$ cat src/rtl/uart_pkg.sv
// Shared definitions for the half-duplex UART port.
//  state_t      : FSM state encoding (one FSM owns both TX and RX on the shared line)
//  PARITY_*     : parity mode constants for PARITY_MODE
//  parity_bit() : parity bit for a (pre-masked) data word under a given mode
package uart_pkg;

  typedef enum logic [3:0] {
    IDLE,
    TX_START,
    TX_DATA,
    TX_PARITY,
    TX_STOP,
    RX_START,
    RX_DATA,
    RX_PARITY,
    RX_STOP,
    TURNAROUND
  } state_t;

  localparam logic [1:0] PARITY_NONE = 2'd0;
  localparam logic [1:0] PARITY_ODD  = 2'd1;
  localparam logic [1:0] PARITY_EVEN = 2'd2;

  // Odd: data ones plus parity bit is odd. Even: that total is even.
  // Unused data bits must already be zero.
  function automatic logic parity_bit(input logic [7:0] data, input logic [1:0] mode);
    return (mode == PARITY_ODD) ? ~(^data) : (^data);
  endfunction

endpackage

$ cat src/rtl/uart_half_duplex_port_if.sv
// Bus-side and pad-side signals of the half-duplex UART port.
//  master : the byte-interface user / pad model (drives TX request and line input)
//  slave  : the UART port itself
//  i_Tx_DV, i_Tx_Byte        : TX request strobe and data
//  o_Tx_Ready, o_Tx_Done     : TX accept window and end-of-frame pulse
//  o_Line_Out, o_Line_OE     : tristate pad drive value and enable
//  i_Line_In                 : asynchronous line value from the pad
//  o_Rx_DV, o_Rx_Byte        : received frame pulse and data
//  o_Rx_Parity_Err/Frame_Err : error flags, valid with o_Rx_DV
interface uart_half_duplex_port_if;
  logic       i_Tx_DV;
  logic [7:0] i_Tx_Byte;
  logic       o_Tx_Ready;
  logic       o_Tx_Done;
  logic       o_Line_Out;
  logic       o_Line_OE;
  logic       i_Line_In;
  logic       o_Rx_DV;
  logic [7:0] o_Rx_Byte;
  logic       o_Rx_Parity_Err;
  logic       o_Rx_Frame_Err;

  modport master (
    output i_Tx_DV, i_Tx_Byte, i_Line_In,
    input  o_Tx_Ready, o_Tx_Done, o_Line_Out, o_Line_OE,
           o_Rx_DV, o_Rx_Byte, o_Rx_Parity_Err, o_Rx_Frame_Err
  );

  modport slave (
    input  i_Tx_DV, i_Tx_Byte, i_Line_In,
    output o_Tx_Ready, o_Tx_Done, o_Line_Out, o_Line_OE,
           o_Rx_DV, o_Rx_Byte, o_Rx_Parity_Err, o_Rx_Frame_Err
  );
endinterface

$ cat src/rtl/uart_bit_timer.sv
// Down-counting bit timer shared by TX bits, RX sampling and line turnaround.
//  clk, rst   : clock, asynchronous active-high reset
//  load       : reload counter with load_value (takes priority)
//  load_value : number of enabled cycles until o_Expire
//  enable     : count while high; o_Expire is gated by it
//  o_Expire   : high during the last cycle of the loaded period
// The counter stops at zero and only restarts through an explicit load.
module uart_bit_timer #(
  parameter int unsigned WIDTH = 8
) (
  input  logic             clk,
  input  logic             rst,
  input  logic             load,
  input  logic [WIDTH-1:0] load_value,
  input  logic             enable,
  output logic             o_Expire
);

  logic [WIDTH-1:0] count;

  always_ff @(posedge clk or posedge rst) begin
    if (rst) begin
      count <= '0;
    end else if (load) begin
      count <= load_value;
    end else if (enable && (count != '0)) begin
      count <= count - 1'b1;
    end
  end

  assign o_Expire = enable && (count == WIDTH'(1));

endmodule

$ cat src/rtl/uart_half_duplex_port.sv
// Parametrised half-duplex UART port on a single shared serial line.
//  i_Clock : system clock
//  i_Reset : asynchronous active-high reset
//  bus     : uart_half_duplex_port_if.slave (TX request/ready/done, pad drive and
//            enable, line input, RX data/valid/error flags)
// One FSM owns the line: TX frames are start, DATA_BITS LSB first, optional parity,
// STOP_BITS ones; RX samples each bit at its centre. Every frame is followed by a
// turnaround guard during which no TX is accepted but a new start edge restarts RX.
module uart_half_duplex_port
  import uart_pkg::*;
#(
  parameter int unsigned CLKS_PER_BIT    = 87,
  parameter int unsigned DATA_BITS       = 8,
  parameter int unsigned PARITY_MODE     = 0,
  parameter int unsigned STOP_BITS       = 1,
  parameter int unsigned TURNAROUND_BITS = 2
) (
  input logic i_Clock,
  input logic i_Reset,
  uart_half_duplex_port_if.slave bus
);

  localparam int unsigned TA_CYCLES = CLKS_PER_BIT * TURNAROUND_BITS;
  localparam int unsigned TMAX      = (TA_CYCLES > CLKS_PER_BIT) ? TA_CYCLES : CLKS_PER_BIT;
  localparam int unsigned TW        = $clog2(TMAX + 1);

  localparam logic [TW-1:0] T_BIT  = TW'(CLKS_PER_BIT);
  localparam logic [TW-1:0] T_HALF = TW'(CLKS_PER_BIT / 2);
  localparam logic [TW-1:0] T_TA   = TW'(TA_CYCLES);

  localparam logic [2:0] LAST_DATA  = 3'(DATA_BITS - 1);
  localparam logic [2:0] LAST_STOP  = 3'(STOP_BITS - 1);
  localparam logic [7:0] DATA_MASK  = 8'((1 << DATA_BITS) - 1);
  localparam logic [1:0] PMODE      = 2'(PARITY_MODE);
  localparam logic       HAS_PARITY = (PARITY_MODE != 0);
  localparam logic       HAS_TA     = (TA_CYCLES != 0);

  state_t     state_q, state_n;
  logic [2:0] bit_idx_q, bit_idx_n;
  logic [7:0] tx_data_q, tx_data_n;
  logic [7:0] rx_shift_q, rx_shift_n;
  logic       rx_par_q, rx_par_n;
  logic       rx_ferr_q, rx_ferr_n;
  logic       rx_from_ta_q, rx_from_ta_n;
  logic [7:0] rx_byte_q, rx_byte_n;
  logic       rx_perr_out_q, rx_perr_out_n;
  logic       rx_ferr_out_q, rx_ferr_out_n;
  logic       rx_dv_q, rx_dv_n;

  logic sync1_q, sync2_q, line_d_q, armed_q;

  logic          tx_ready, accept, start_edge, stop_ferr;
  logic          line_out, line_oe, tx_done;
  logic          t_load, t_expire;
  logic [TW-1:0] t_val;

  // Line synchroniser and edge history idle high; armed_q delays Ready by one edge
  // after reset release.
  always_ff @(posedge i_Clock or posedge i_Reset) begin
    if (i_Reset) begin
      sync1_q  <= 1'b1;
      sync2_q  <= 1'b1;
      line_d_q <= 1'b1;
      armed_q  <= 1'b0;
    end else begin
      sync1_q  <= bus.i_Line_In;
      sync2_q  <= sync1_q;
      line_d_q <= sync2_q;
      armed_q  <= 1'b1;
    end
  end

  assign tx_ready   = armed_q && (state_q == IDLE);
  assign accept     = bus.i_Tx_DV && tx_ready;
  assign start_edge = line_d_q && !sync2_q;
  assign stop_ferr  = rx_ferr_q || !sync2_q;

  uart_bit_timer #(.WIDTH(TW)) u_timer (
    .clk        (i_Clock),
    .rst        (i_Reset),
    .load       (t_load),
    .load_value (t_val),
    .enable     (state_q != IDLE),
    .o_Expire   (t_expire)
  );

  always_ff @(posedge i_Clock or posedge i_Reset) begin
    if (i_Reset) begin
      state_q       <= IDLE;
      bit_idx_q     <= '0;
      tx_data_q     <= '0;
      rx_shift_q    <= '0;
      rx_par_q      <= 1'b0;
      rx_ferr_q     <= 1'b0;
      rx_from_ta_q  <= 1'b0;
      rx_byte_q     <= '0;
      rx_perr_out_q <= 1'b0;
      rx_ferr_out_q <= 1'b0;
      rx_dv_q       <= 1'b0;
    end else begin
      state_q       <= state_n;
      bit_idx_q     <= bit_idx_n;
      tx_data_q     <= tx_data_n;
      rx_shift_q    <= rx_shift_n;
      rx_par_q      <= rx_par_n;
      rx_ferr_q     <= rx_ferr_n;
      rx_from_ta_q  <= rx_from_ta_n;
      rx_byte_q     <= rx_byte_n;
      rx_perr_out_q <= rx_perr_out_n;
      rx_ferr_out_q <= rx_ferr_out_n;
      rx_dv_q       <= rx_dv_n;
    end
  end

  always_comb begin
    state_n       = state_q;
    bit_idx_n     = bit_idx_q;
    tx_data_n     = tx_data_q;
    rx_shift_n    = rx_shift_q;
    rx_par_n      = rx_par_q;
    rx_ferr_n     = rx_ferr_q;
    rx_from_ta_n  = rx_from_ta_q;
    rx_byte_n     = rx_byte_q;
    rx_perr_out_n = rx_perr_out_q;
    rx_ferr_out_n = rx_ferr_out_q;
    rx_dv_n       = 1'b0;
    line_out      = 1'b1;
    line_oe       = 1'b0;
    tx_done       = 1'b0;
    t_load        = 1'b0;
    t_val         = T_BIT;

    case (state_q)
      IDLE: begin
        // TX has priority over a coincident start edge.
        if (accept) begin
          tx_data_n = bus.i_Tx_Byte & DATA_MASK;
          state_n   = TX_START;
          t_load    = 1'b1;
        end else if (start_edge) begin
          state_n      = RX_START;
          rx_from_ta_n = 1'b0;
          rx_shift_n   = '0;
          rx_par_n     = 1'b0;
          rx_ferr_n    = 1'b0;
          t_load       = 1'b1;
          t_val        = T_HALF;
        end
      end

      TX_START: begin
        line_out = 1'b0;
        line_oe  = 1'b1;
        if (t_expire) begin
          state_n   = TX_DATA;
          bit_idx_n = '0;
          t_load    = 1'b1;
        end
      end

      TX_DATA: begin
        line_out = tx_data_q[bit_idx_q];
        line_oe  = 1'b1;
        if (t_expire) begin
          t_load = 1'b1;
          if (bit_idx_q == LAST_DATA) begin
            bit_idx_n = '0;
            state_n   = HAS_PARITY ? TX_PARITY : TX_STOP;
          end else begin
            bit_idx_n = bit_idx_q + 3'd1;
          end
        end
      end

      TX_PARITY: begin
        line_out = parity_bit(tx_data_q, PMODE);
        line_oe  = 1'b1;
        if (t_expire) begin
          state_n   = TX_STOP;
          bit_idx_n = '0;
          t_load    = 1'b1;
        end
      end

      TX_STOP: begin
        line_oe = 1'b1;
        if (t_expire) begin
          if (bit_idx_q == LAST_STOP) begin
            tx_done = 1'b1;
            state_n = HAS_TA ? TURNAROUND : IDLE;
            t_load  = HAS_TA;
            t_val   = T_TA;
          end else begin
            bit_idx_n = bit_idx_q + 3'd1;
            t_load    = 1'b1;
          end
        end
      end

      RX_START: begin
        if (t_expire) begin
          if (!sync2_q) begin
            state_n   = RX_DATA;
            bit_idx_n = '0;
            t_load    = 1'b1;
          end else begin
            // False start: resume whatever was interrupted; a turnaround restarts its guard.
            state_n = rx_from_ta_q ? TURNAROUND : IDLE;
            t_load  = rx_from_ta_q;
            t_val   = T_TA;
          end
        end
      end

      RX_DATA: begin
        if (t_expire) begin
          rx_shift_n[bit_idx_q] = sync2_q;
          t_load = 1'b1;
          if (bit_idx_q == LAST_DATA) begin
            bit_idx_n = '0;
            state_n   = HAS_PARITY ? RX_PARITY : RX_STOP;
          end else begin
            bit_idx_n = bit_idx_q + 3'd1;
          end
        end
      end

      RX_PARITY: begin
        if (t_expire) begin
          rx_par_n  = sync2_q;
          state_n   = RX_STOP;
          bit_idx_n = '0;
          t_load    = 1'b1;
        end
      end

      RX_STOP: begin
        if (t_expire) begin
          if (bit_idx_q == LAST_STOP) begin
            rx_byte_n     = rx_shift_q;
            rx_perr_out_n = HAS_PARITY && (rx_par_q != parity_bit(rx_shift_q, PMODE));
            rx_ferr_out_n = stop_ferr;
            rx_dv_n       = 1'b1;
            state_n       = HAS_TA ? TURNAROUND : IDLE;
            t_load        = HAS_TA;
            t_val         = T_TA;
          end else begin
            rx_ferr_n = stop_ferr;
            bit_idx_n = bit_idx_q + 3'd1;
            t_load    = 1'b1;
          end
        end
      end

      TURNAROUND: begin
        if (start_edge) begin
          state_n      = RX_START;
          rx_from_ta_n = 1'b1;
          rx_shift_n   = '0;
          rx_par_n     = 1'b0;
          rx_ferr_n    = 1'b0;
          t_load       = 1'b1;
          t_val        = T_HALF;
        end else if (t_expire) begin
          state_n = IDLE;
        end
      end

      default: state_n = IDLE;
    endcase
  end

  assign bus.o_Tx_Ready      = tx_ready;
  assign bus.o_Tx_Done       = tx_done;
  assign bus.o_Line_Out      = line_out;
  assign bus.o_Line_OE       = line_oe;
  assign bus.o_Rx_DV         = rx_dv_q;
  assign bus.o_Rx_Byte       = rx_byte_q;
  assign bus.o_Rx_Parity_Err = rx_perr_out_q;
  assign bus.o_Rx_Frame_Err  = rx_ferr_out_q;

endmodule

$ cat src/flat_wrapper.sv
// flat-port wrapper written by rule: the top's interface ports become plain ports
module uart_half_duplex_port_flat import uart_pkg::*;
#(
  parameter int unsigned CLKS_PER_BIT    = 87,
  parameter int unsigned DATA_BITS       = 8,
  parameter int unsigned PARITY_MODE     = 0,
  parameter int unsigned STOP_BITS       = 1,
  parameter int unsigned TURNAROUND_BITS = 2
)
  (i_Clock, i_Reset, bus_i_Tx_DV, bus_i_Tx_Byte, bus_i_Line_In, bus_o_Tx_Ready, bus_o_Tx_Done, bus_o_Line_Out, bus_o_Line_OE, bus_o_Rx_DV, bus_o_Rx_Byte, bus_o_Rx_Parity_Err, bus_o_Rx_Frame_Err);
  uart_half_duplex_port_if bus_i ();
  input logic i_Clock;
  input logic i_Reset;
  input wire logic [$bits(bus_i.i_Tx_DV)-1:0] bus_i_Tx_DV;
  input wire logic [$bits(bus_i.i_Tx_Byte)-1:0] bus_i_Tx_Byte;
  input wire logic [$bits(bus_i.i_Line_In)-1:0] bus_i_Line_In;
  output wire logic [$bits(bus_i.o_Tx_Ready)-1:0] bus_o_Tx_Ready;
  output wire logic [$bits(bus_i.o_Tx_Done)-1:0] bus_o_Tx_Done;
  output wire logic [$bits(bus_i.o_Line_Out)-1:0] bus_o_Line_Out;
  output wire logic [$bits(bus_i.o_Line_OE)-1:0] bus_o_Line_OE;
  output wire logic [$bits(bus_i.o_Rx_DV)-1:0] bus_o_Rx_DV;
  output wire logic [$bits(bus_i.o_Rx_Byte)-1:0] bus_o_Rx_Byte;
  output wire logic [$bits(bus_i.o_Rx_Parity_Err)-1:0] bus_o_Rx_Parity_Err;
  output wire logic [$bits(bus_i.o_Rx_Frame_Err)-1:0] bus_o_Rx_Frame_Err;
  assign bus_i.i_Tx_DV = bus_i_Tx_DV;
  assign bus_i.i_Tx_Byte = bus_i_Tx_Byte;
  assign bus_i.i_Line_In = bus_i_Line_In;
  assign bus_o_Tx_Ready = bus_i.o_Tx_Ready;
  assign bus_o_Tx_Done = bus_i.o_Tx_Done;
  assign bus_o_Line_Out = bus_i.o_Line_Out;
  assign bus_o_Line_OE = bus_i.o_Line_OE;
  assign bus_o_Rx_DV = bus_i.o_Rx_DV;
  assign bus_o_Rx_Byte = bus_i.o_Rx_Byte;
  assign bus_o_Rx_Parity_Err = bus_i.o_Rx_Parity_Err;
  assign bus_o_Rx_Frame_Err = bus_i.o_Rx_Frame_Err;
  uart_half_duplex_port #(.CLKS_PER_BIT(CLKS_PER_BIT), .DATA_BITS(DATA_BITS), .PARITY_MODE(PARITY_MODE), .STOP_BITS(STOP_BITS), .TURNAROUND_BITS(TURNAROUND_BITS)) u_core (.i_Clock(i_Clock), .i_Reset(i_Reset), .bus(bus_i));
endmodule
$ cat config.mk
export PLATFORM = sky130hd
export DESIGN_NAME = uart_half_duplex_port_flat
export DESIGN_NICKNAME = d
export VERILOG_FILES = /design/src/rtl/uart_pkg.sv /design/src/rtl/uart_half_duplex_port_if.sv /design/src/rtl/uart_bit_timer.sv /design/src/rtl/uart_half_duplex_port.sv /design/src/flat_wrapper.sv
export SDC_FILE = /design/constraint.sdc
export NUM_CORES = 1
export LEC_CHECK = 0
export CORE_MARGIN = 3
export CORE_UTILIZATION = 45
export CTS_BUF_LIST = sky130_fd_sc_hd__clkbuf_8
export CTS_CLUSTER_DIAMETER = 40
export DETAILED_ROUTE_END_ITERATION = 8
export PLACE_DENSITY = 0.74
export SYNTH_ARGS = -nofsm -noshare
export SYNTH_HDL_FRONTEND = slang
export SYNTH_SLANG_ARGS = --single-unit
$ cat constraint.sdc
create_clock -name i_Clock -period 4.89 [get_ports i_Clock]
set_clock_uncertainty 0.05 [all_clocks]
set_input_delay 0.978 -clock i_Clock [delete_from_list [all_inputs] [get_ports i_Clock]]
set_output_delay 0.978 -clock i_Clock [all_outputs]
set_load 0.01 [all_outputs]
==> reports/results.ini, run 1 <==
[logic_synthesis]
synth.ff_latch_count = 47
synth.area.mux_share_pct = 15.5
synth_cell_type_count = 56
synth_edf_count = 0
async_flop_share_pct = 100
synth-main-ff-cell = dfrtp_1
ys_seq_area_share_pct = 41.5
synthAdderAreaFrac_pct = 2.20
yosys.area_share.xor_xnor_pct = 4.62
synthSimpleGateAreaFrac_pct = 18.0
synth_top_family_by_area = simple AND/OR/NAND/NOR gates
syn_area_per_cell_sq_um = 10.6
synth_cells = 268
yosysWarnings = 0
synth_nets = 285
syn_area_sq_um = 2850
synth_compound_area_share_pct = 12.1

[global_routing]
grt_pass1_wl_mm = 9.74
grt_use_total_pct = 16.4
grt_start_max_net_pins = 48
antenna_found_initial = 0
grt_overflow_total = 0
grt_pass1_vias = 1992

[cts]
root_buffer = clkbuf_8
cts_buffers = 5
cts_setup_buffers = 0
cts_resized = 0
cts_hold_buf = 0
cts_max_path_buffers = 2
clkTransAtPathRegs_ns = 0.09
clock_sinks = 47
clk_latency_ns = 0.30
cts_tree = built
ctsHtreeMaxLevel = 2

[final_layout]
syn_to_final_growth_pct = 11.7
regArea_sq_um = 1180
multiInputGateArea_sq_um = 1500
final_area_sq_um = 3180
final_nets = 297
drive_gt1_share_pct = 17.4
antenna-diode-count = 0
fill_cells = 560

[critical_path]
crit_path_max_fanout = 15
arrival_ns = 2.53
crit_required_ns = 3.86
critPathKind = reg -> out
start_kind = flop
critPathCaptureType = output port

[floorplan]
ios = 27
start_util_pct = 47.2
die_w_microns = 85.5
dieHeight_microns = 85.5
dieArea_sq_um = 7310
core_area_sq_um = 6030
rows = 28

[route]
first_pass_iters = 4
drt_iter0_drc = 222
drc = 0
drt_wl_total_mm = 5.56
ant_nets = 0
viasPerCell = 5.85
vias = 2081
wl_per_cell_microns = 15.6

[timing]
setup_slack_ns = 1.33
finalSetupViolCount = 0
tns_ns = 0
drv_slew = 0
fmax_mhz = 281
fin_crit_sh_pct = 72.7
max_slew_margin_pct = 35.2
tightestPinTransition_ns = 0.971
rsz0062_at_grt = false
post-route-min-period_ns = 3.56
hold_viol = 0

[power]
ir_worst_vdd_v = 0.000346
power_w = 0.00168
pwr-share-comb_pct = 44.4
p_sw_w = 0.000663
p_int_w = 0.00102
p_leak_nw = 1.29
power.share.switching_pct = 39.5
clkPwrFrac_pct = 14.3
pwr_density_cell_nw_per_um2 = 528
seqPwrFrac_pct = 41.3

[job]
cap_viol_max_count = 0

[placed_design]
place.port_buffers = 25
pre_cts_ws_ns = 1.66
dpl.hpwl_mm = 3.85
placed_area_sq_um = 3080
gp_congestion = 0.827

[worst_hold_path]
hold_path_class = reg -> reg

[run_status]
status = completed

[state kept, by name (all words and copies together), names as in the netlist]
signal                     count
u_core.u_timer.count           8
u_core.rx_from_ta_q            1
u_core.state_q                 4
u_core.sync2_q                 1
u_core.bus.o_Rx_DV             1
u_core.sync1_q                 1
u_core.bus.o_Rx_Frame_Err      1
u_core.bit_idx_q               3
u_core.line_d_q                1
u_core.tx_data_q               8
u_core.armed_q                 1
u_core.rx_ferr_q               1
u_core.bus.o_Rx_Byte           8
u_core.rx_shift_q              8
[path summary, 6_finish.rpt]
check / startpoint / to / slack, ns / cells after the start
worst max-delay path: u_core.bit_idx_q[1] / bus_o_Line_Out / 1.33 / 5
worst min-delay path: u_core.sync1_q / u_core.sync2_q / 0.31 / 0
worst max register to register: u_core.state_q[3] / u_core.u_timer.count[5] / 2.22 / 4
worst min register to register: u_core.sync1_q / u_core.sync2_q / 0.31 / 0
max in group asynchronous: i_Reset / u_core.tx_data_q[2] / 3.03 / 2
min in group asynchronous: i_Reset / u_core.bus.o_Rx_Frame_Err / 1.17 / 2
[power groups by stage]
stage,clock network (W),registers [W],logic (W)
after floorplan,0,0.000591,0.000700
after global placement,0,0.000691,0.000725
after detailed placement,0,0.000695,0.000746
after CTS,0.000249,0.000690,0.000749
after global routing,0.000264,0.000721,0.000825
final,0.000240,0.000693,0.000746
[cell type report]
cell class	instances	area share, %
clock buffer	5	2.17
timing repair buffer	25	7.88
sequential	47	37.1
multi-input combinational	185	47.2
tap	75	2.95
clock inverter	3	0.748
inverter	16	1.89
[cells in the mapped netlist, drive strengths merged (2+ instances only)]
cell / instances / share of area [%]
nand4: 9 / 2.2
buf: 11 / 2.5
a31oi: 7 / 1.5
dfstp: 3 / 2.8
o21ai: 3 / 0.53
nand2b: 7 / 1.5
clkbuf: 9 / 1.2
conb: 2 / 0.26
nand3b: 3 / 0.79
mux2i: 7 / 2.5
nor4: 4 / 1.9
nor3: 4 / 0.70
xnor2: 11 / 3.4
mux2: 28 / 11
dfrtp: 44 / 39
inv: 16 / 2.1
nand3: 6 / 1.1
xor2: 4 / 1.2
a21oi: 8 / 1.4
o22ai: 10 / 2.2
nand2: 8 / 1.1
nor4b: 3 / 0.92
nor3b: 5 / 1.3
nor2b: 3 / 0.66
and2: 3 / 0.66
a211oi: 6 / 1.6
or4: 4 / 1.2
nor2: 12 / 1.8
mux4: 2 / 1.6
o32ai: 4 / 1.2
nor4bb: 2 / 0.70
ha: 5 / 2.2
[placed cells by master, fill, tap and decap left out, drive strengths merged, types with 8 or more instances in the layout]
cell           count
nand2              8
mux2              28
nor2              12
clkdlybuf4s50     25
o22ai             10
xnor2             11
a21oi              8
nand4              9
dfrtp             44
inv               17
[worst max-delay path: stages, from the launching register on]
cell and delay (ns):
dfrtp_1 0.67, mux4_2 0.58, mux2_2 0.27, o32ai_1 0.12, a31oi_1 0.07, clkdlybuf4s50_1 0.52
[cells by family after synthesis]
kind of cell / after synthesis
AND/OR/NAND/NOR: 77
AO/OA/AOI/OAI: 49
flip-flops: 47
multiplexers: 37
buffers and inverters: 36
XOR/XNOR: 15
adder cells (fa/ha/maj): 5
other: 2
[layer usage]
| layer | share of wire, % | global-route usage [%] | vias up |
|---|---|---|---|
| li1 | - | - | 1010 |
| met1 | 47 | 22.8 | 1010 |
| met2 | 47 | 26.7 | 54 |
| met3 | 4.7 | 3.36 | 7 |
| met4 | 1.2 | 3.88 | 0 |
| met5 | 0 | 0 | - |
[stage by stage]
stage / hold WS (ns) / utilization [%] / std cells
2_1_floorplan: 0.295 / - / 268
3_3_place_gp: 0.295 / 51.2 / 348
3_5_place_dp: 0.300 / 51.2 / 348
4_1_cts: 0.314 / 52.7 / 356
5_1_grt: 0.318 / 52.7 / 356
6_report: 0.313 / 52.7 / 356
Power figures use the tool's default switching activity.
==> inputs of run 2 (changes only) <==
PLACE_DENSITY = 0.77   (was 0.74)
clock period = 3.2 ns   (was 4.89 ns; I/O delays follow)
==> run 2 against run 1 <==
  * Design area is 3.0% higher
  * Worst setup slack got worse by 1.2 ns
  * Cell count increased by 2.5%
  * Combinational power grew 65%
  * Sequential share of layout area fell by 1.0 points
  * Non-clock buffer count is 9 higher
  * Worst hold slack worse by 0.0038 ns
  * Critical path depth up 1
  * First-iteration DRC count decreased by 30%
  * Routed wire length down 0.52%
  * Count of clock-buffer cells in the layout grew 1
==> reports/results.ini, run 2 (synthesis results as in run 1) <==
[run_status]
status = completed

[route]
vias = 2119  ; +1.8%
drt_wl_total_mm = 5.53  ; -0.52%
viasPerCell = 5.81  ; -0.68%
drc = 0  ; unchanged
ant_nets = 0  ; unchanged
first_pass_iters = 4  ; unchanged
wl_per_cell_microns = 15.2  ; -3.0%
drt_iter0_drc = 155  ; -30%

[worst_hold_path]
min_from = u_core.sync1_q
hold_path_class = reg -> reg
hold_depth = 0  ; unchanged
worst_hold_path.endpoint = u_core.sync2_q

[placed_design]
gp_congestion = 0.878  ; +6.1%
dpl.hpwl_mm = 3.94  ; +2.3%
place.port_buffers = 25  ; unchanged
dp_cells = 354  ; +1.7%

[cts]
cts_hold_buf = 0  ; unchanged
cts_buffers = 5  ; unchanged
clk_latency_ns = 0.30  ; about the same
root_buffer = clkbuf_8
cts_tree = built
clkTransAtPathRegs_ns = 0.08  ; about the same
ctsHtreeMaxLevel = 2  ; unchanged
cts_max_path_buffers = 2  ; unchanged
clock_sinks = 47  ; unchanged

[critical_path]
crit_chain = inv_1 -> ha_1 -> nand2b_1 -> or4_1 -> nor2_1 -> clkdlybuf4s50_1
critPathKind = reg -> out
rrSetupSlack_ns = 0.71  ; -1.51 ns
slowest_delay_ns = 0.55  ; -0.12 ns
r2r_start = u_core.u_timer.count[1]
start_kind = flop
r2r-end = u_core.bus.o_Rx_Byte[7]
crit_required_ns = 2.51  ; -1.35 ns
arrival_ns = 2.35  ; -0.18 ns
slowest_stage = clkdlybuf4s50_1
critPathCaptureType = output port
reg2reg_depth = 6  ; +2
crit_path_max_fanout = 11  ; -4

[timing]
max_slew_margin_pct = 38.1  ; +2.9 points
drv_slew = 0  ; unchanged
post-route-min-period_ns = 3.04
fin_crit_sh_pct = 95.0
tightestPinTransition_ns = 0.927  ; -0.0441 ns
rsz0062_at_grt = false
hold_viol = 0  ; unchanged
tns_ns = 0  ; unchanged
fmax_mhz = 329
finalSetupViolCount = 0  ; unchanged

[power]
power_w = 0.00268  ; +60%
pwr_density_cell_nw_per_um2 = 820  ; +55%
p_leak_nw = 1.35  ; +5.1%
ir_worst_vdd_v = 0.000549  ; +59%

[global_routing]
grt_pass1_vias = 2092  ; +5.0%
grt_pass1_wl_mm = 9.67  ; -0.71%
grt_use_total_pct = 16.3  ; -0.12 points
grt_overflow_total = 0  ; unchanged
grt_start_max_net_pins = 48  ; unchanged
antenna_found_initial = 0  ; unchanged

[final_layout]
fin_cells = 365  ; +2.5%
syn_to_final_growth_pct = 15.0
mostFrequentLayoutCells = dfrtp_1, mux2_2, clkdlybuf4s50_1, inv_1
final_common_cell = dfrtp_1
antenna-diode-count = 0  ; unchanged
final_nets = 306  ; +3.0%
drive_gt1_share_pct = 20.3  ; +2.9 points

[floorplan]
die_w_microns = 85.5  ; unchanged
start_util_pct = 47.2  ; unchanged
core_area_sq_um = 6030  ; unchanged
rows = 28  ; unchanged
ios = 27  ; unchanged
dieHeight_microns = 85.5  ; unchanged
dieArea_sq_um = 7310  ; unchanged

[job]
cap_viol_max_count = 0  ; unchanged

run 2: changes by cell type in the layout (fill, tap and decap cells not counted), sizes merged:
cell	previous run	this run
clkbuf	5	6
clkinvlp	2	0
inv	17	16
buf	0	9
bufinv	0	1
clkinv	0	1
run 2: critical path: cells and delay by family (launching register included):
family,cells,cell delay (ns)
buffers and inverters,2,0.71
and+or+nand+nor,3,0.66
DFF,1,0.50
adders and majority gates,1,0.18
run 2: per-stage QoR:
step	utilization (%)	setup slack [ns]	area, sq um	hold WS, ns
2_1_floorplan	-	0.997	2850	0.295
3_3_place_gp	51.9	0.398	3130	0.296
3_5_place_dp	51.9	0.374	3130	0.299
4_1_cts	53.9	0.0340	3250	0.311
5_1_grt	54.3	0.0183	3270	0.317
6_report	54.3	0.160	3270	0.309
run 2: timing repair:
| item | CTS | global route |
|---|---|---|
| gates resized for setup | 0 | 1 |
| buffers inserted | 0 | 3 |
| endpoints found under the setup margin | 0 | 2 |
run 2: layout make-up:
type	count	area, sq um
timing repair buffer	34	318
inverter	16	60.1
multi-input combinational	185	1500
clock buffer	6	82.6
clock inverter	2	35.0
tap	75	93.8
sequential	47	1180
fill	542	2760
run 2: worst max-delay path by stage:
| stage | slack (ns) | cells past startpoint | end | startpoint |
|---|---|---|---|---|
| 6_report | 0.16 | 6 | bus_o_Tx_Done | u_core.bit_idx_q[1] |
| 5_1_grt | 0.02 | 6 | bus_o_Tx_Done | u_core.bit_idx_q[1] |
| 4_1_cts | 0.03 | 5 | bus_o_Line_Out | u_core.bit_idx_q[1] |
| 3_5_place_dp | 0.37 | 6 | bus_o_Tx_Done | u_core.bit_idx_q[1] |
| 3_3_place_gp | 0.40 | 6 | bus_o_Tx_Done | u_core.bit_idx_q[1] |
| 2_1_floorplan | 1.0 | 7 | bus_o_Line_Out | u_core.state_q[3] |
run 2: metal layers:
layer | GRT usage, % | up-vias | share of wire (%)
met1 | 22.3 | 1043 | 48
li1 | - | 1034 | -
met2 | 26.1 | 36 | 48
met5 | 0 | - | 0
met3 | 3.46 | 6 | 3.3
met4 | 5.32 | 0 | 1.2
run 2: where the power goes:
part / total, W / switching (W) / internal [W]
Sequential: 0.00101 / 0.000237 / 0.000769
Clock: 0.000449 / 0.000196 / 0.000253
Combinational: 0.00123 / 0.000565 / 0.000661
Total: 0.00268 / 0.000998 / 0.00168
==> inputs of run 3 (changes only) <==
SETUP_SLACK_MARGIN = 0.2   (was not set)
==> run 3 against run 2 <==
  * Sequential power hardly changed
  * Routed wire length is 0.45% higher
  * Non-clock buffer count is the same
==> reports/results.ini, run 3 (synthesis results as in run 1) <==
[run_status]
status = completed

[floorplan]
rows = 28  ; unchanged
start_util_pct = 47.2  ; unchanged
die_w_microns = 85.5  ; unchanged
ios = 27  ; unchanged
dieArea_sq_um = 7310  ; unchanged
dieHeight_microns = 85.5  ; unchanged
core_area_sq_um = 6030  ; unchanged

[critical_path]
start_kind = flop
critPathKind = reg -> out
slowest_stage = nor4_4
crit_chain = nor4_4 -> and2_1 -> clkdlybuf4s50_1
critPathCaptureType = output port
arrival_ns = 2.17  ; -0.18 ns
critPathTopFamily = simple AND/OR/NAND/NOR gates
slowest_delay_ns = 0.60  ; +0.05 ns
crit_path_max_fanout = 14  ; +3
crit_required_ns = 2.51  ; about the same
rrSetupSlack_ns = 0.87  ; +0.16 ns
path_buf_inv = 1  ; -1

[timing]
fmax_mhz = 349  ; +6.2%
rsz0062_at_grt = false
drv_slew = 0  ; unchanged
post-route-min-period_ns = 2.86  ; -0.178 ns
tns_ns = 0  ; unchanged
setup_slack_ns = 0.338  ; +0.178 ns
hold_viol = 0  ; unchanged
finalSetupViolCount = 0  ; unchanged
max_slew_margin_pct = 37.4  ; -0.74 points
tightestPinTransition_ns = 0.938  ; +0.0111 ns
fin_crit_sh_pct = 89.4  ; -5.6 points

[route]
drt_wl_total_mm = 5.56  ; +0.45%
first_pass_iters = 4  ; unchanged
wl_per_cell_microns = 15.2  ; +0.45%
ant_nets = 0  ; unchanged
vias = 2119  ; unchanged
viasPerCell = 5.81  ; unchanged
drc = 0  ; unchanged
drt_iter0_drc = 198  ; +28%

[cts]
cts_buffers = 5  ; unchanged
cts_max_path_buffers = 2  ; unchanged
clock_sinks = 47  ; unchanged
clk_latency_ns = 0.30  ; about the same
root_buffer = clkbuf_8
cts_hold_buf = 0  ; unchanged
cts_tree = built
ctsHtreeMaxLevel = 2  ; unchanged
clkTransAtPathRegs_ns = 0.08  ; about the same

[worst_hold_path]
hold_path_class = reg -> reg

[global_routing]
grt_start_max_net_pins = 48  ; unchanged
grt_pass1_wl_mm = 9.68  ; +0.14%
antenna_found_initial = 0  ; unchanged
grt_overflow_total = 0  ; unchanged
grt_pass1_vias = 2089  ; -0.14%
grt_use_total_pct = 16.4  ; +0.020 points

[placed_design]
pre_cts_ws_ns = 0.374  ; unchanged
place.port_buffers = 25  ; unchanged
placed_area_sq_um = 3130  ; unchanged
dpl.hpwl_mm = 3.94  ; unchanged
gp_congestion = 0.878  ; unchanged

[final_layout]
final_common_cell = dfrtp_1
mostFrequentLayoutCells = dfrtp_1, mux2_2, clkdlybuf4s50_1, inv_1
antenna-diode-count = 0  ; unchanged
fill_cells = 542  ; unchanged
syn_to_final_growth_pct = 15.4
final_nets = 306  ; unchanged
final_area_sq_um = 3280  ; +0.38%
drive_gt1_share_pct = 21.7  ; +1.4 points
multiInputGateArea_sq_um = 1510  ; +0.33%
regArea_sq_um = 1180  ; +0.21%

[power]
ir_worst_vdd_v = 0.000589  ; +7.3%
pwr_density_cell_nw_per_um2 = 819  ; -0.11%
p_leak_nw = 1.38  ; +1.7%

[job]
cap_viol_max_count = 0  ; unchanged

run 3: cell count changes in the layout (fill, tap and decap cells not counted), sizes merged:
cell	before	now
dlymetal6s2s	0	2
clkdlybuf4s50	25	23
run 3: path summary, 6_finish.rpt:
check	start	end	depth (start not counted)
max reg2reg	u_core.state_q[0]	u_core.u_timer.count[3]	4
min reg2reg	u_core.sync1_q	u_core.sync2_q	0
max in group asynchronous	i_Reset	u_core.state_q[1]	2
min	u_core.sync1_q	u_core.sync2_q	0
min in group asynchronous	i_Reset	u_core.rx_ferr_q	2
max	u_core.state_q[0]	bus_o_Tx_Ready	3
run 3: final cells by class:
class	count	area share, %
sequential	47	36.1
inverter	16	1.83
timing repair buffer	34	9.83
clock inverter	2	1.07
multi-input combinational	185	45.8
clock buffer	6	2.52
tap	75	2.86
run 3: worst register-to-register path, delay by kind of cell, from the launching register on:
| family | cells | cell delay [ns] |
|---|---|---|
| compound gates | 1 | 0.48 |
| flops | 1 | 0.55 |
| mux | 1 | 0.34 |
| simple gates | 2 | 0.81 |
run 3: metrics by stage:
stage	hold slack (ns)	total power (W)	std cells	utilization, %
4_1_cts	0.311	0.00270	363	54.0
6_report	0.308	0.00269	365	54.5
5_1_grt	0.317	0.00290	365	54.5
2_1_floorplan	0.295	0.00197	268	-
3_3_place_gp	0.296	0.00220	354	51.9
3_5_place_dp	0.299	0.00224	354	51.9
run 3: report_power, final:
part	internal [W]	leakage (nW)	switching (W)
registers	0.000771	0.595	0.000239
clock network	0.000253	0.0612	0.000198
logic	0.000657	0.722	0.000569
run 3: per-layer routing:
metal	global-route usage, %	vias up	share of wire, %
li1	-	1032	-
met1	22.3	1026	47
met2	26.1	53	47
met3	3.46	8	4.5
met4	5.32	0	1.2
met5	0	-	0
run 3: repair_timing:
item                                    CTS  global route
endpoints found under the setup margin    2             3
cloned                                    0             0
buffers inserted                          1             2
gates resized for setup                   1             6
